**src/rtl/memory_utils.sv**
```systemverilog
// Shared PDP-8 types and constants: machine word, OPR sequencer states, OPR bit positions.
package memory_utils;

  typedef logic [11:0] word;

  typedef enum logic [2:0] {
    ST_IDLE,
    ST_DECODE,
    ST_COMMIT,
    ST_DONE,
    ST_ERR
  } opr_state_t;

  localparam logic [2:0] OPR_OPCODE = 3'b111;

  // Bit 8 selects group 2/3 over group 1; bit 0 then selects group 3 over group 2.
  localparam int OPR_BIT_GRP = 8;
  localparam int OPR_BIT_G3  = 0;
  localparam int OPR_BIT_CLA = 7;

  localparam int G1_BIT_CLL = 6;
  localparam int G1_BIT_CMA = 5;
  localparam int G1_BIT_CML = 4;
  localparam int G1_BIT_RAR = 3;
  localparam int G1_BIT_RAL = 2;
  localparam int G1_BIT_BSW = 1;
  localparam int G1_BIT_IAC = 0;

  localparam int G2_BIT_SMA = 6;
  localparam int G2_BIT_SZA = 5;
  localparam int G2_BIT_SNL = 4;
  localparam int G2_BIT_REV = 3;
  localparam int OPR_BIT_OSR = 2;
  localparam int OPR_BIT_HLT = 1;

  localparam int OPR_BIT_MQA = 6;
  localparam int OPR_BIT_MQL = 4;

endpackage

```
**src/rtl/opr_execute_unit_if.sv**
```systemverilog
// Request/result bundle between the main control FSM (master) and the OPR execute unit (slave).
interface opr_execute_unit_if;
  import memory_utils::*;

  // start is a request pulse; it is honoured only while the unit is idle (busy low),
  // there is no back-pressure and no queuing; results are valid in the done cycle.
  logic       start;
  logic [11:0] instr;
  word        ac_in;
  logic       l_in;
  word        pc_in;
  word        sr_in;

  word        ac_out;
  logic       l_out;
  word        pc_out;
  word        mq_out;
  logic       busy;
  logic       done;
  logic       halt;
  logic       error;
  opr_state_t state;

  modport master (
    output start, instr, ac_in, l_in, pc_in, sr_in,
    input  ac_out, l_out, pc_out, mq_out, busy, done, halt, error, state
  );

  modport slave (
    input  start, instr, ac_in, l_in, pc_in, sr_in,
    output ac_out, l_out, pc_out, mq_out, busy, done, halt, error, state
  );

endinterface

```
**src/rtl/micro_instruction_decoder.sv**
```systemverilog
// Combinational OPR micro-op decoder: full group 1 result, group 2 skip and CLA, group flags.
module micro_instruction_decoder
  import memory_utils::*;
(
  input  word  i_reg,
  input  word  ac_reg,
  input  logic l_reg,
  output word  ac_micro,
  output logic l_micro,
  output logic skip,
  output logic micro_g1,
  output logic micro_g2,
  output logic micro_g3
);

  logic        is_opr;
  logic [12:0] la;
  logic        cond;

  assign is_opr   = (i_reg[11:9] == OPR_OPCODE);
  assign micro_g1 = is_opr & ~i_reg[OPR_BIT_GRP];
  assign micro_g2 = is_opr &  i_reg[OPR_BIT_GRP] & ~i_reg[OPR_BIT_G3];
  assign micro_g3 = is_opr &  i_reg[OPR_BIT_GRP] &  i_reg[OPR_BIT_G3];

  always_comb begin
    ac_micro = ac_reg;
    l_micro  = l_reg;
    skip     = 1'b0;
    la       = '0;
    cond     = 1'b0;
    if (micro_g1) begin
      // Group 1 sequence: clear, complement, increment (carry toggles L), rotate.
      la = {l_reg, ac_reg};
      if (i_reg[OPR_BIT_CLA]) la[11:0] = '0;
      if (i_reg[G1_BIT_CLL])  la[12]   = 1'b0;
      if (i_reg[G1_BIT_CMA])  la[11:0] = ~la[11:0];
      if (i_reg[G1_BIT_CML])  la[12]   = ~la[12];
      if (i_reg[G1_BIT_IAC])  la = {la[12] ^ (&la[11:0]), la[11:0] + 12'd1};
      case ({i_reg[G1_BIT_RAR], i_reg[G1_BIT_RAL], i_reg[G1_BIT_BSW]})
        3'b100:  la = {la[0], la[12:1]};
        3'b101:  la = {la[1:0], la[12:2]};
        3'b010:  la = {la[11:0], la[12]};
        3'b011:  la = {la[10:0], la[12:11]};
        3'b001:  la = {la[12], la[5:0], la[11:6]};
        default: la = la;
      endcase
      {l_micro, ac_micro} = la;
    end else if (micro_g2) begin
      // Skip conditions look at AC before the group 2 CLA takes effect.
      cond = (i_reg[G2_BIT_SMA] & ac_reg[11]) |
             (i_reg[G2_BIT_SZA] & (ac_reg == '0)) |
             (i_reg[G2_BIT_SNL] & l_reg);
      skip = cond ^ i_reg[G2_BIT_REV];
      if (i_reg[OPR_BIT_CLA]) ac_micro = '0;
    end
  end

endmodule

```
**src/rtl/opr_execute_unit.sv**
```systemverilog
// Multi-cycle OPR (opcode 7) sequencer: latch, decode, commit, done/error pulse.
// Optional MQ register and group 3 MQA/MQL/CLA support under `OPR_GROUP3_EN.
module opr_execute_unit
  import memory_utils::*;
#(
  parameter int  WORD_W   = 12,
  parameter word MQ_RESET = 12'o0000
)(
  input logic              clk,
  input logic              reset,
  opr_execute_unit_if.slave bus
);

  opr_state_t state;

  word  instr_q, ac_q, pc_q;
  logic l_q;

  word  ac_res;
  logic l_res, skip_q, g1_q, g2_q, g3_q;

  word  dec_ac;
  logic dec_l, dec_skip, dec_g1, dec_g2, dec_g3;

  word  ac_r, pc_r;
  logic l_r, busy_r, done_r, halt_r, error_r;

  micro_instruction_decoder u_decoder (
    .i_reg    (instr_q),
    .ac_reg   (ac_q),
    .l_reg    (l_q),
    .ac_micro (dec_ac),
    .l_micro  (dec_l),
    .skip     (dec_skip),
    .micro_g1 (dec_g1),
    .micro_g2 (dec_g2),
    .micro_g3 (dec_g3)
  );

`ifdef OPR_GROUP3_EN
  word mq_r;
  word g3_acc;
  assign g3_acc = instr_q[OPR_BIT_CLA] ? '0 : ac_q;
`endif

  always_ff @(posedge clk) begin
    if (reset) begin
      state   <= ST_IDLE;
      instr_q <= '0;
      ac_q    <= '0;
      pc_q    <= '0;
      l_q     <= 1'b0;
      ac_res  <= '0;
      l_res   <= 1'b0;
      skip_q  <= 1'b0;
      g1_q    <= 1'b0;
      g2_q    <= 1'b0;
      g3_q    <= 1'b0;
      ac_r    <= '0;
      pc_r    <= '0;
      l_r     <= 1'b0;
      busy_r  <= 1'b0;
      done_r  <= 1'b0;
      halt_r  <= 1'b0;
      error_r <= 1'b0;
`ifdef OPR_GROUP3_EN
      mq_r    <= MQ_RESET;
`endif
    end else begin
      done_r  <= 1'b0;
      error_r <= 1'b0;
      unique case (state)
        ST_IDLE: begin
          if (bus.start) begin
            instr_q <= bus.instr;
            ac_q    <= bus.ac_in;
            l_q     <= bus.l_in;
            pc_q    <= bus.pc_in;
            busy_r  <= 1'b1;
            if (bus.instr[11:9] != OPR_OPCODE) begin
              error_r <= 1'b1;
              state   <= ST_ERR;
            end else begin
              state   <= ST_DECODE;
            end
          end
        end
        ST_DECODE: begin
          ac_res <= dec_ac;
          l_res  <= dec_l;
          skip_q <= dec_skip;
          g1_q   <= dec_g1;
          g2_q   <= dec_g2;
          g3_q   <= dec_g3;
          state  <= ST_COMMIT;
        end
        ST_COMMIT: begin
          // All architectural outputs change together on this edge only.
          if (g1_q) begin
            ac_r <= ac_res;
            l_r  <= l_res;
            pc_r <= pc_q;
          end else if (g2_q) begin
            ac_r <= instr_q[OPR_BIT_OSR] ? (ac_res | bus.sr_in) : ac_res;
            l_r  <= l_q;
            pc_r <= skip_q ? pc_q + WORD_W'(1) : pc_q;
            if (instr_q[OPR_BIT_HLT]) halt_r <= 1'b1;
          end else if (g3_q) begin
            l_r  <= l_q;
            pc_r <= pc_q;
`ifdef OPR_GROUP3_EN
            case ({instr_q[OPR_BIT_MQA], instr_q[OPR_BIT_MQL]})
              2'b11: begin
                ac_r <= mq_r;
                mq_r <= g3_acc;
              end
              2'b10: ac_r <= g3_acc | mq_r;
              2'b01: begin
                ac_r <= '0;
                mq_r <= g3_acc;
              end
              default: ac_r <= g3_acc;
            endcase
`else
            ac_r <= ac_q;
`endif
          end
          done_r <= 1'b1;
          state  <= ST_DONE;
        end
        ST_DONE: begin
          busy_r <= 1'b0;
          state  <= ST_IDLE;
        end
        ST_ERR: begin
          busy_r <= 1'b0;
          state  <= ST_IDLE;
        end
        default: begin
          busy_r <= 1'b0;
          state  <= ST_IDLE;
        end
      endcase
    end
  end

  assign bus.ac_out = ac_r;
  assign bus.l_out  = l_r;
  assign bus.pc_out = pc_r;
  assign bus.busy   = busy_r;
  assign bus.done   = done_r;
  assign bus.halt   = halt_r;
  assign bus.error  = error_r;
  assign bus.state  = state;
`ifdef OPR_GROUP3_EN
  assign bus.mq_out = mq_r;
`else
  assign bus.mq_out = MQ_RESET;
`endif

endmodule

```
**src/flat_wrapper.sv**
```systemverilog
// flat-port wrapper written by rule: the top's interface ports become plain ports
module opr_execute_unit_flat import memory_utils::*;
#(
  parameter int  WORD_W   = 12,
  parameter word MQ_RESET = 12'o0000
)
  (clk, reset, bus_start, bus_instr, bus_ac_in, bus_l_in, bus_pc_in, bus_sr_in, bus_ac_out, bus_l_out, bus_pc_out, bus_mq_out, bus_busy, bus_done, bus_halt, bus_error, bus_state);
  opr_execute_unit_if bus_i ();
  input logic clk;
  input logic reset;
  input wire logic [$bits(bus_i.start)-1:0] bus_start;
  input wire logic [$bits(bus_i.instr)-1:0] bus_instr;
  input wire logic [$bits(bus_i.ac_in)-1:0] bus_ac_in;
  input wire logic [$bits(bus_i.l_in)-1:0] bus_l_in;
  input wire logic [$bits(bus_i.pc_in)-1:0] bus_pc_in;
  input wire logic [$bits(bus_i.sr_in)-1:0] bus_sr_in;
  output wire logic [$bits(bus_i.ac_out)-1:0] bus_ac_out;
  output wire logic [$bits(bus_i.l_out)-1:0] bus_l_out;
  output wire logic [$bits(bus_i.pc_out)-1:0] bus_pc_out;
  output wire logic [$bits(bus_i.mq_out)-1:0] bus_mq_out;
  output wire logic [$bits(bus_i.busy)-1:0] bus_busy;
  output wire logic [$bits(bus_i.done)-1:0] bus_done;
  output wire logic [$bits(bus_i.halt)-1:0] bus_halt;
  output wire logic [$bits(bus_i.error)-1:0] bus_error;
  output wire logic [$bits(bus_i.state)-1:0] bus_state;
  assign bus_i.start = bus_start;
  assign bus_i.instr = bus_instr;
  assign bus_i.ac_in = bus_ac_in;
  assign bus_i.l_in = bus_l_in;
  assign bus_i.pc_in = bus_pc_in;
  assign bus_i.sr_in = bus_sr_in;
  assign bus_ac_out = bus_i.ac_out;
  assign bus_l_out = bus_i.l_out;
  assign bus_pc_out = bus_i.pc_out;
  assign bus_mq_out = bus_i.mq_out;
  assign bus_busy = bus_i.busy;
  assign bus_done = bus_i.done;
  assign bus_halt = bus_i.halt;
  assign bus_error = bus_i.error;
  assign bus_state = bus_i.state;
  opr_execute_unit #(.WORD_W(WORD_W), .MQ_RESET(MQ_RESET)) u_core (.clk(clk), .reset(reset), .bus(bus_i));
endmodule
```
**config.mk**
```make
export PLATFORM = sky130hd
export DESIGN_NAME = opr_execute_unit_flat
export DESIGN_NICKNAME = d
export VERILOG_FILES = /design/src/rtl/memory_utils.sv /design/src/rtl/opr_execute_unit_if.sv /design/src/rtl/micro_instruction_decoder.sv /design/src/rtl/opr_execute_unit.sv /design/src/flat_wrapper.sv
export SDC_FILE = /design/constraint.sdc
export NUM_CORES = 1
export LEC_CHECK = 0
export CAP_MARGIN = 30
export CORE_ASPECT_RATIO = 1.25
export CORE_MARGIN = 1
export CORE_UTILIZATION = 57
export DETAILED_ROUTE_END_ITERATION = 8
export PLACE_DENSITY = 0.86
export SYNTH_ARGS = -nofsm -noshare
export SYNTH_HDL_FRONTEND = slang
export SYNTH_SLANG_ARGS = --single-unit
```
**constraint.sdc**
```tcl
create_clock -name clk -period 3.7 [get_ports clk]
set_input_delay 0.74 -clock clk [delete_from_list [all_inputs] [get_ports clk]]
set_output_delay 0.74 -clock clk [all_outputs]
set_load 0.01 [all_outputs]
```
==> impl_metrics.csv, run 1 <==
group,metric,value,unit
run_status,outcome,"complete, no violations",
global_routing,global_route.usage.met2,0.574,
cts,cts_tree,"done",
placed_design,routabilityCongestion,0.959,
placed_design,dpl-instance-area,0.00589,mm^2
timing,worst_slew_pin_slew,0.944,ns
cells_and_area,area_growth,18.8,%
route,drc,0,
floorplan,start_util,0.590,
floorplan,die_y,108,um
setup_path,worstPathArrival,3.40,ns
synth,ys_seq_area_frac,0.335,
synth,synth_cells,672,
synth,synth_area_per_cell,7.64,um^2
placed_design,dp_hpwl,11.2,mm
global_routing,grt_use_met1,0.399,
cells_and_area,fill_cells,697,
global_routing,grt_max_degree,34,
route,ant_nets,0,
global_routing,grt_pass1_wl,24.2,mm
floorplan,num_rows,38,
pwr,power_leakage,2.07,nW
synth,syn_area,0.00513,mm^2
pwr,clockPowerShare,0.329,
timing,fin_crit_sh,0.845,
cells_and_area,antenna_cells,0,
cells_and_area,layout-drive-gt1-share,0.0760,
cts,cts_htree_levels,3,
cts,clk_pin_slew,0.10,ns
cells_and_area,seq_area,0.00172,mm^2
pwr,seqPwrFrac,0.476,
pwr,power_density,354,mW/mm^2
synth,ys.warnings.count,0,
floorplan,coreArea,0.00870,mm^2
timing,fmax,320,MHz
cts,cts_hold_buf,0,
setup_path,crit_required,3.97,ns
floorplan,die_x,86.9,um
global_routing,met3_usage,0.0580,
cells_and_area,fin_area,0.00610,mm^2
worst_hold_path,min_path_type,"flop to flop",
route,drt_pass1_iterations,5,
pwr,intPower,1.49,mW
global_routing,globalRoute.busiestLayer,"met2",
timing,rsz0062_at_grt,"false",
timing,skew,0.0219,ns
route,vias,5260,
global_routing,grt_pass1_vias,4683,
pwr,power,2.16,mW
synth,yosys.area.top_type,"dfxtp_1",
route,vias_per_cell,6.23,
setup_path,startpoint_type,"flop",
global_routing,grt-ovfl-total,0,
synth,synth_top_area_frac,0.335,
route,finalWirelength,15.4,mm
flow_run,maxCapViolCount,0,
cts,cts_root_buf,"clkbuf_8",
setup_path,crit_type,"flop to flop",
pwr,vdd_drop_max,0.332,mV
timing,tns,0,ns
timing,report.final.setup_viol,0,
floorplan,dieArea,0.00939,mm^2
cts,cts_resized,0,
synth,netlist_top_cells_area,"dfxtp_1 (34%), nand2_1 (10%), a21oi_1 (8.1%)",
cts,cts_made_buffers,9,
timing,hold_violations,0,
cts,cts_setup_buffers,0,
cells_and_area,multiInputGateArea,0.00307,mm^2
pwr,p_sw,0.670,mW
synth,synthArstFlopShare,0,
route,drtIter0Drc,478,
synth,synth-main-ff-cell,"dfxtp_1",
floorplan,boundaryPins,96,
cts,cts.path.max_buffers,2,
synth,synth.distinct_cells,70,
setup_path,crit_fanout,20,
synth,synth-edff-count,0,
route,routedWlPerCell,18.3,um
timing,drv_slew,0,
timing,relSlewSlack,0.368,
pwr,combPwrFrac,0.195,
placed_design,io_buffers,83,
timing,finalCriticalPeriod,3.13,ns
global_routing,antenna_found_initial,0,
global_routing,grt_util_all_layers,0.335,
synth,synth_seq_cells,86,
cells_and_area,fin_nets,773,
cts,clock-sinks,86,
cells_and_area,fin_util,0.701,
setup_path,critPathCaptureType,"flop",
pwr,swShare,0.310,
cts,clk-insertion-delay-late,0.37,ns
==> flip-flops by register name (all words and copies together), names as in the netlist <==
signal	count
u_core.l_q	1
u_core.l_res	1
u_core.bus.ac_out	12
u_core.pc_q	12
u_core.bus.error	1
u_core.g1_q	1
u_core.ac_q	12
u_core.bus.halt	1
u_core.bus.state	3
u_core.ac_res	12
u_core.g3_q	1
u_core.bus.busy	1
u_core.g2_q	1
u_core.bus.pc_out	12
u_core.bus.done	1
u_core.instr_q	12
u_core.skip_q	1
u_core.bus.l_out	1
==> synth_stat cells, types with 6 or more instances <==
cell and instances:
a211oi_1 12, a21oi_1 83, a221oi_1 12, and2_1 8, and3_1 6, buf_1 9, buf_2 6, buf_4 16
clkbuf_1 35, dfxtp_1 86, inv_1 8, nand2_1 139, nand2b_1 12, nand3_1 7, nor2_1 41, nor2b_1 12
nor3_1 11, o21ai_0 23, o221ai_1 16, or3_1 6, xnor2_1 20, xor2_1 8
==> routing by layer <==
layer / part of all wire / vias to the layer above
met5: 0 / -
met4: 0.047 / 0
met3: 0.071 / 71
met2: 0.50 / 264
met1: 0.38 / 2478
li1: - / 2447
==> through the flow <==
step / setup WS (ns) / hold slack (ns) / cells
2_1_floorplan: 1.22 / 0.432 / 683
3_3_place_gp: 0.761 / 0.438 / 828
3_5_place_dp: 0.661 / 0.445 / 828
4_1_cts: 0.620 / 0.457 / 844
5_1_grt: 0.335 / 0.475 / 844
6_report: 0.572 / 0.458 / 844
==> path summary, 6_finish.rpt <==
check | cells after the start | slack [ns] | endpoint | startpoint
setup / recovery | 8 | 0.57 | u_core.ac_res[9]$_SDFFE_PP0P_ | u_core.instr_q[5]$_SDFFE_PP0P_
hold / removal | 2 | 0.46 | u_core.bus.ac_out[9]$_SDFFE_PP0P_ | u_core.bus.ac_out[9]$_SDFFE_PP0P_
setup reg to reg | 8 | 0.57 | u_core.ac_res[9]$_SDFFE_PP0P_ | u_core.instr_q[5]$_SDFFE_PP0P_
hold reg to reg | 2 | 0.46 | u_core.bus.ac_out[9]$_SDFFE_PP0P_ | u_core.bus.ac_out[9]$_SDFFE_PP0P_
==> cell type report <==
| type | count | share of cell area |
|---|---|---|
| Multi-Input combinational cell | 518 | 0.503 |
| Sequential cell | 86 | 0.282 |
| Timing Repair Buffer | 96 | 0.151 |
| Clock buffer | 12 | 0.0254 |
| Tap cell | 120 | 0.0246 |
| Clock inverter | 4 | 0.00862 |
| Inverter | 8 | 0.00492 |
==> logic make-up after synthesis <==
| family | Yosys count | synth area share |
|---|---|---|
| flip-flops | 86 | 0.335 |
| buffers and inverters | 79 | 0.0758 |
| multiplexers | 6 | 0.0124 |
| other | 1 | 0.000730 |
| AND/OR/NAND/NOR | 266 | 0.243 |
| AO/OA/AOI/OAI | 200 | 0.266 |
| XOR/XNOR | 32 | 0.0616 |
| adder cells (fa/ha/maj) | 2 | 0.00487 |
==> power by group through the flow <==
stage	Clock, mW	Combinational, mW	Sequential (mW)
3_5_place_dp	0	0.410	1.05
5_1_grt	0.747	0.456	1.03
4_1_cts	0.709	0.414	1.03
3_3_place_gp	0	0.411	1.04
6_report	0.711	0.422	1.03
2_1_floorplan	0	0.312	1.00
==> critical path, stage by stage, from the launching register on <==
cell and delay, ns:
dfxtp_1 0.79, buf_4 0.36, and4bb_2 0.27, a211oi_2 0.35
nor3_1 0.12, xnor2_1 0.52, a221o_1 0.26, a211oi_1 0.06
a2111oi_2 0.29
==> placed cells by master, fill, tap and decap left out, drive strengths merged, types with 5 or more instances in the layout <==
cell | Yosys | final
conb | 1 | 12
o21ai | 27 | 27
xor2 | 8 | 8
clkbuf | 37 | 12
dfxtp | 86 | 86
and3 | 7 | 7
a22oi | 5 | 5
nor3 | 12 | 12
clkdlybuf4s50 | 0 | 82
inv | 8 | 9
a221oi | 14 | 14
nand2b | 12 | 12
nor2 | 41 | 41
and2 | 9 | 9
or3 | 6 | 6
nand3 | 7 | 7
xnor2 | 23 | 23
a211oi | 14 | 14
a221o | 5 | 5
nand2 | 139 | 139
o221ai | 16 | 16
nand4 | 5 | 5
buf | 34 | 14
nor2b | 12 | 12
a21oi | 83 | 83
a2111oi | 6 | 6
(Power assumes the default switching activity.)
==> run 2: changes to the inputs <==
Settings changed: CORE_UTILIZATION 57 to 48, PLACE_DENSITY 0.86 to 0.77.
Clock period 3.7 ns to 2.7 ns, I/O delays scaled along.
==> run 2 against run 1 <==
Sequential power is 35% higher. Clock power rose by 79%. Hold slack lost 0.0062 ns. Combinational power increased by 59%. First-iteration DRC count shrank 46%. Clock skew is 0.011 ns lower. Routed wire length increased by 6.5%. Sequential share of layout area down 1.8 points. Fmax rose by 23%. Critical path type unchanged. Largest power group unchanged. Highest routed layer unchanged.
==> impl_metrics.csv, run 2 (synthesis gave the netlist of run 1 again) <==
group,metric,value,unit
route,finalWirelength,16.5,mm
timing,fin_crit_sh,0.943,
cts,clk-insertion-delay-late,0.34,ns
placed_design,dp_hpwl,12.0,mm
placed_design,dpl-instance-area,0.00618,mm^2
setup_path,max_stage_delay,0.44,ns
setup_path,crit_path_top_delay_cell,"dfxtp_1",
timing,report.final.setup_viol,0,
timing,fin_ws,0.154,ns
setup_path,startpoint_type,"flop",
route,ant_nets,0,
cts,cts_root_buf,"clkbuf_16",
cells_and_area,layout_commonest_cell,"nand2_1",
cts,cts_made_buffers,9,
global_routing,grt_max_degree,44,
timing,drv_slew,0,
global_routing,antenna_found_initial,0,
cells_and_area,layout-drive-gt1-share,0.123,
floorplan,die_x,94.5,um
pwr,power_density,511,mW/mm^2
route,drt_pass1_iterations,6,
run_status,outcome,"complete, no violations",
floorplan,boundaryPins,96,
timing,skew,0.0108,ns
placed_design,pre_cts_slack,0.152,ns
global_routing,grt-ovfl-total,0,
pwr,power_leakage,2.30,nW
floorplan,num_rows,41,
timing,fmax,393,MHz
setup_path,crit_fanout,22,
global_routing,grt_pass1_wl,26.4,mm
cells_and_area,fin_nets,808,
cts,cts_htree_levels,3,
placed_design,io_buffers,83,
cts,cts.path.max_buffers,2,
pwr,vdd_drop_max,0.340,mV
cells_and_area,layout_common_cells,"nand2_1 (139), dfxtp_1 (86), a21oi_1 (83), clkdlybuf4s50_1 (82), buf_4 (47)",
cells_and_area,seq_area,0.00172,mm^2
worst_hold_path,min_path_type,"flop to flop",
flow_run,maxCapViolCount,0,
setup_path,critPathCaptureType,"flop",
floorplan,dieArea,0.0111,mm^2
route,routedWlPerCell,18.5,um
route,drtIter0Drc,259,
cells_and_area,fin_area,0.00652,mm^2
timing,hold_violations,0,
route,vias_per_cell,5.90,
floorplan,die_y,118,um
cells_and_area,multiInputGateArea,0.00311,mm^2
cells_and_area,fill_cells,911,
timing,rsz0062_at_grt,"true",
floorplan,start_util,0.500,
setup_path,cp_cell_sequence,"buf_12 > nor4b_1 > a211oi_1 > nor4_2 > buf_4 > xnor2_1 > a221o_1 > a221oi_1 > nor4_1",
cts,clock-sinks,86,
route,drc,0,
floorplan,coreArea,0.0103,mm^2
cells_and_area,area_growth,27.0,%
cts,cts_setup_buffers,0,
global_routing,grt_util_all_layers,0.303,
setup_path,worstPathArrival,2.75,ns
cells_and_area,antenna_cells,0,
cts,cts_tree,"done",
timing,finalCriticalPeriod,2.55,ns
setup_path,crit_required,2.90,ns
route,vias,5242,
global_routing,grt_pass1_vias,5283,
cts,clk_pin_slew,0.06,ns
setup_path,crit_type,"flop to flop",
placed_design,routabilityCongestion,0.917,
==> run 2: changes by cell type in the layout (fill, tap and decap cells not counted), sizes merged <==
cell and delta:
buf +35, clkinvlp +1, clkbuf -3, inv +2
==> run 2: repair_timing <==
item                       CTS  global route
hold buffers                 0             0
resized for setup            0             6
setup endpoints to repair    0            11
hold endpoints to repair     0             0
==> run 2: where the power goes <==
part | leakage [nW] | internal, mW | switching, mW
combinational | 1.46 | 0.297 | 0.374
clock | 0.147 | 0.727 | 0.546
sequential | 0.700 | 1.32 | 0.0724
==> run 2: worst max-delay path, delay by kind of cell, from the launching register on <==
family          cells  cell delay [ns]
simple gates        3             0.74
xor+xnor            1             0.13
buf+inv             2             0.38
flops               1             0.44
compound gates      3             0.73
==> run 2: per-layer routing <==
layer,vias to the layer above,part of all wire,GRT usage
li1,2526,-,-
met1,2480,0.40,0.353
met2,195,0.50,0.526
met3,41,0.052,0.0497
met4,0,0.040,0.151
met5,-,0,0
==> run 2: cell type report <==
type / instances / area share
Sequential cell: 86 / 0.264
Multi-Input combinational cell: 518 / 0.477
Inverter: 8 / 0.00460
Clock buffer: 9 / 0.0345
Tap cell: 129 / 0.0247
Timing Repair Buffer: 131 / 0.184
Clock inverter: 7 / 0.0119
==> run 2: per-stage QoR <==
| stage | std cells | hold slack [ns] | util | power [mW] | setup TNS (ns) |
|---|---|---|---|---|---|
| 2_1_floorplan | 683 | 0.432 | - | 1.80 | 0 |
| 3_3_place_gp | 872 | 0.438 | 0.602 | 2.06 | 0 |
| 3_5_place_dp | 872 | 0.447 | 0.602 | 2.07 | 0 |
| 4_1_cts | 888 | 0.453 | 0.632 | 3.34 | 0 |
| 5_1_grt | 888 | 0.473 | 0.636 | 3.46 | -0.0150 |
| 6_report | 888 | 0.452 | 0.636 | 3.34 | 0 |
==> run 2: final timing paths <==
path | slack (ns) | endpoint | from | depth (start not counted)
max | 0.15 | u_core.l_res$_SDFFE_PP0P_ | u_core.instr_q[5]$_SDFFE_PP0P_ | 9
min | 0.45 | u_core.bus.ac_out[3]$_SDFFE_PP0P_ | u_core.bus.ac_out[3]$_SDFFE_PP0P_ | 2
max reg2reg | 0.15 | u_core.l_res$_SDFFE_PP0P_ | u_core.instr_q[5]$_SDFFE_PP0P_ | 9
min reg2reg | 0.45 | u_core.bus.ac_out[3]$_SDFFE_PP0P_ | u_core.bus.ac_out[3]$_SDFFE_PP0P_ | 2
==> run 3: changes to the inputs <==
Settings changed: CTS_CLUSTER_SIZE set to 16.
==> results of run 3 <==
The final DEF is identical to that of run 2; final timing and power are the same.
==> edit 1 (config.mk and constraints of run 3) <==
Change the package constant `G1_BIT_RAL` from 2 to 4.
--- a/src/rtl/memory_utils.sv
+++ b/src/rtl/memory_utils.sv
@@ -24,3 +24,3 @@
   localparam int G1_BIT_RAR = 3;
-  localparam int G1_BIT_RAL = 2;
+  localparam int G1_BIT_RAL = 4;
   localparam int G1_BIT_BSW = 1;
Behaviour: not the same (a bounded check fails within 4 cycles, from zero or initial values and one cycle with reset high).
==> edit 1 against run 3 <==
- core utilization shrank 0.94 points
- power up 3.0%
- setup slack improved by 0.023 ns
- area after synthesis rose by 2.8%
- final area is 2.4% higher
- synthesized cell count rose by 3.9%
- wire length grew 11%
- sequential cell count is the same
- non-clock buffer count down 3
- first-iteration DRC count up 73%
- critical path type unchanged
==> edit 1: results (changes against run 3) <==
* Status: completed
* First-pass GRT wire length at 28.6 mm (+8.5%)
* Seq/Total Area, Yosys at 32.6% (-0.91 points)
* Starting DRT DRC Count at 447 (+73%)
* Fraction of area in registers at 25.8% (-0.63 points)
* GRT Total Usage at 33.6% (+3.2 points)
* Largest net degree at the start of global routing at 86 (+95%)
* Crit share post-route at 93.4% (-0.86 points)
* Hold Path End: u_core.bus.ac_out[7]
* Routed wire length per instance at 19.9 µm (+7.2%)
* Clkbuf count at 10 (+1)
* Worst Min Path Start: u_core.bus.ac_out[7]
* Largest cells by area after synthesis: dfxtp_1, nand2_1, a21oi_1, nor2_1, clkbuf_1
* Post-synthesis mux area share at 0.569% (-0.67 points)
* CP top delay family: compound AO/OA/AOI/OAI gates
* Post-synth top area share at 32.6% (-0.91 points)
* Final cell count without fillers at 916 (+3.2%)
* Area share of fa/ha/maj cells after synthesis at 0.474% (-0.013 points)
* Critical R2R Launch: u_core.instr_q[7]
* Critical path fanouts, max at 6 (-73%)
* Final net count at 833 (+3.1%)
* Slowest cell on crit path: o32a_1
* Comb pwr at 700 µW (+4.3%)
* Layout clock area frac at 4.78% (+0.13 points)
* WP data arrival at 2.74 ns (about the same)
* Clock power share at 38.9% (+0.7 points)
* #MultiIn Comb at 543 (+4.8%)
* Pre-CTS setup slack at 0.117 ns (-0.0349 ns)
* # fillers at 957 (+5.0%)
* Worst setup path start: u_core.instr_q[7]
* VDD IR-drop max at 0.364 mV (+7.0%)
* RePlAce Congestion at 0.992 (+8.2%)
==> edit 1: cell count changes in the layout (fill, tap and decap cells not counted), sizes merged, moves of 5 or more <==
cell    change
a31oi       +8
nand2b      -6
a221oi      -5
nor2        +8
o21ai       -5
xnor2       -7
==> edit 1: cell families after synthesis <==
logic type                 after synthesis
AOI/OAI and AO/OA                      210
muxes                                    3
and+or+nand+nor                        289
buffers and inverters                   80
adders and majority gates                2
DFF                                     86
xor gates and xnor gates                27
other                                    1
==> edit 1: metal layers <==
layer	track usage [%]	share of wire (%)	wire length (µm)	vias up
met4	19.3	5.6	1010	0
met2	55.5	49	8940	267
li1	-	-	-	2636
met3	4.47	6.9	1260	69
met5	0	0	0	-
met1	40.9	38	6990	2638
==> edit 1: stage by stage <==
step                hold slack [ns]  power (µW)  cell area [µm²]  util (%)
floorplan                     0.445        1820             5320         -
global placement              0.440        2100             6330      59.4
detailed placement            0.443        2110             6330      59.4
CTS                           0.453        3430             6650      62.4
global route                  0.470        3550             6680      62.6
finish                        0.452        3440             6680      62.6
==> edit 2 (settings of run 3) <==
Without the edit above. Reset style: asynchronous (`reset`), changed in one clocked block.
--- a/src/rtl/opr_execute_unit.sv
+++ b/src/rtl/opr_execute_unit.sv
@@ -45,3 +45,3 @@
 
-  always_ff @(posedge clk) begin
+  always_ff @(posedge clk or posedge reset) begin
     if (reset) begin
Function: differs if reset is asserted again (counterexample within 4 cycles, from zero or initial values and one cycle with reset high); with reset held inactive, the same outputs for 10 cycles.
==> edit 2 against run 3 <==
- setup slack got worse by 0.11 ns
- worst hold slack improved by 0.018 ns
- area after synthesis grew 1.5%
- cell count down 7.9%
- non-clock buffer count decreased by 2
- final area up 3.1%
- wire length fell by 4.6%
- global-route usage fell by 0.89 points
- sequential cell count is the same
Power is not compared: it rests on default switching activity, and its combinational part moved more than twofold at a synthesized area within 25%.
==> edit 2: results (changes against run 3) <==
* Status: completed
* CP peak stage delay at 0.45 ns
* Max clock buf depth at 2 (unchanged)
* Placed Area at 6380 µm² (+3.3%)
* Netlist cell types at 66 (-5.7%)
* Detailed placer's ending HPWL at 11.9 mm (-1.2%)
* Vias in the first global route at 4850 (-8.2%)
* Routed wire length per instance at 19.2 µm (+3.5%)
* Gate count after technology mapping at 585 (-13%)
* Initial antenna violation count at 1 (+1)
* Final net count at 736 (-8.9%)
* Post-synth ARST share at 100% (+100 points)
* Post-DR vias/cell at 6.00 (+1.7%)
* WP data arrival at 2.85 ns (+0.10 ns)
* Starting DRT DRC Count at 403 (+56%)
* RePlAce Congestion at 1.01 (+10%)
* MaxCap Viol Count at 0 (unchanged)
* Inst Count DP at 803 (-7.9%)
* CP top delay family: compound AO/OA/AOI/OAI gates
* Syn. warnings at 0 (unchanged)
* Critical path fanouts, max at 7 (-68%)
* Seq/Total Area, Yosys at 41.3% (+7.7 points)
* Fraction of layout cells with a size suffix above 1 at 17.2% (+4.9 points)
* # fillers at 902 (-0.99%)
* Slowest cell on crit path: dfrtp_1
* Final cell count without fillers at 818 (-7.9%)
* Max Clock Skew at 0.00936 ns (-0.00147 ns)
* GRT Total Usage at 29.4% (-0.89 points)
* Largest net degree at the start of global routing at 51 (+16%)
* Commonest cells in the netlist: dfrtp_1, nand2_1, o21ai_0, a21oi_1, mux2_2
* Largest cells by area after synthesis: dfrtp_1, mux2_2, nand2_1, o21ai_0, a21oi_1
* First-pass GRT wire length at 25.3 mm (-4.2%)
## edit 2: changes by cell type after synthesis, moves of 7 or more
| cell | delta |
|---|---|
| dfrtp_1 | +86 |
| dfxtp_1 | -86 |
| nand2_1 | -55 |
| a21oi_1 | -44 |
| mux2_2 | +31 |
| o21ai_0 | +31 |
| nor2_1 | -17 |
| o221ai_1 | -14 |
| o22ai_1 | +14 |
| a211oi_1 | -7 |
| a221oi_1 | -7 |
| buf_1 | -7 |
## edit 2: cells by family (layout without fill, tap and decap cells)
kind of cell               after synthesis  count (layout)  synth area share, %
AOI/OAI and AO/OA                      171             171                 20.7
xor gates and xnor gates                32              32                 5.38
muxes                                   39              39                 8.40
buffers and inverters                   61             151                 5.47
and+or+nand+nor                        193             193                 18.2
DFF                                     86              86                 41.3
other                                    1              12               0.0719
adders and majority gates                2               2                0.480
## edit 2: area by class of cell
cell class / count / area [µm²] / area share [%]
multi-input combinational: 449 / 2880 / 42.8
clock buffer: 9 / 225 / 3.35
sequential: 86 / 2150 / 32.0
clock inverter: 6 / 71.3 / 1.06
tap: 132 / 165 / 2.46
inverter: 7 / 30.0 / 0.447
timing repair buffer: 129 / 1200 / 17.9
## edit 2: report_power, final
| part | internal, µW | switching [µW] |
|---|---|---|
| clock | 718 | 532 |
| combinational | 2380 | 2930 |
| sequential | 1870 | 557 |
## edit 2: per-layer routing
metal,part of all wire [%],wire length [µm],up-vias,global-route usage [%]
met3,6.7,1050,74,5.79
met4,5.8,904,0,16.0
li1,-,-,2284,-
met2,47,7420,266,45.3
met5,0,0,-,0
met1,40,6320,2287,38.4
## edit 2: path summary, 6_finish.rpt
path,start,to,slack [ns],cells past startpoint
max,u_core.instr_q[7],u_core.ac_res[1],0.04,10
min,u_core.bus.halt,u_core.bus.halt,0.47,1
max reg2reg,u_core.instr_q[7],u_core.ac_res[1],0.04,10
min reg2reg,u_core.bus.halt,u_core.bus.halt,0.47,1
max in group asynchronous,reset,u_core.instr_q[5],1.45,3
min in group asynchronous,reset,u_core.bus.pc_out[11],0.63,2
## edit 2: metrics by stage
| step | TNS, ns | setup slack (ns) |
|---|---|---|
| 6_report | 0 | 0.0424 |
| 3_3_place_gp | 0 | 0.0492 |
| 4_1_cts | 0 | 0.0605 |
| 5_1_grt | -0.174 | -0.0601 |
| 2_1_floorplan | 0 | 0.0740 |
| 3_5_place_dp | -0.0579 | -0.0579 |
## edit 2: repair_timing
item	CTS	global route
endpoints found under the hold margin	0	0
pin swaps	0	1
resized for setup	1	7
gates cloned	0	0
setup endpoints to repair	1	12
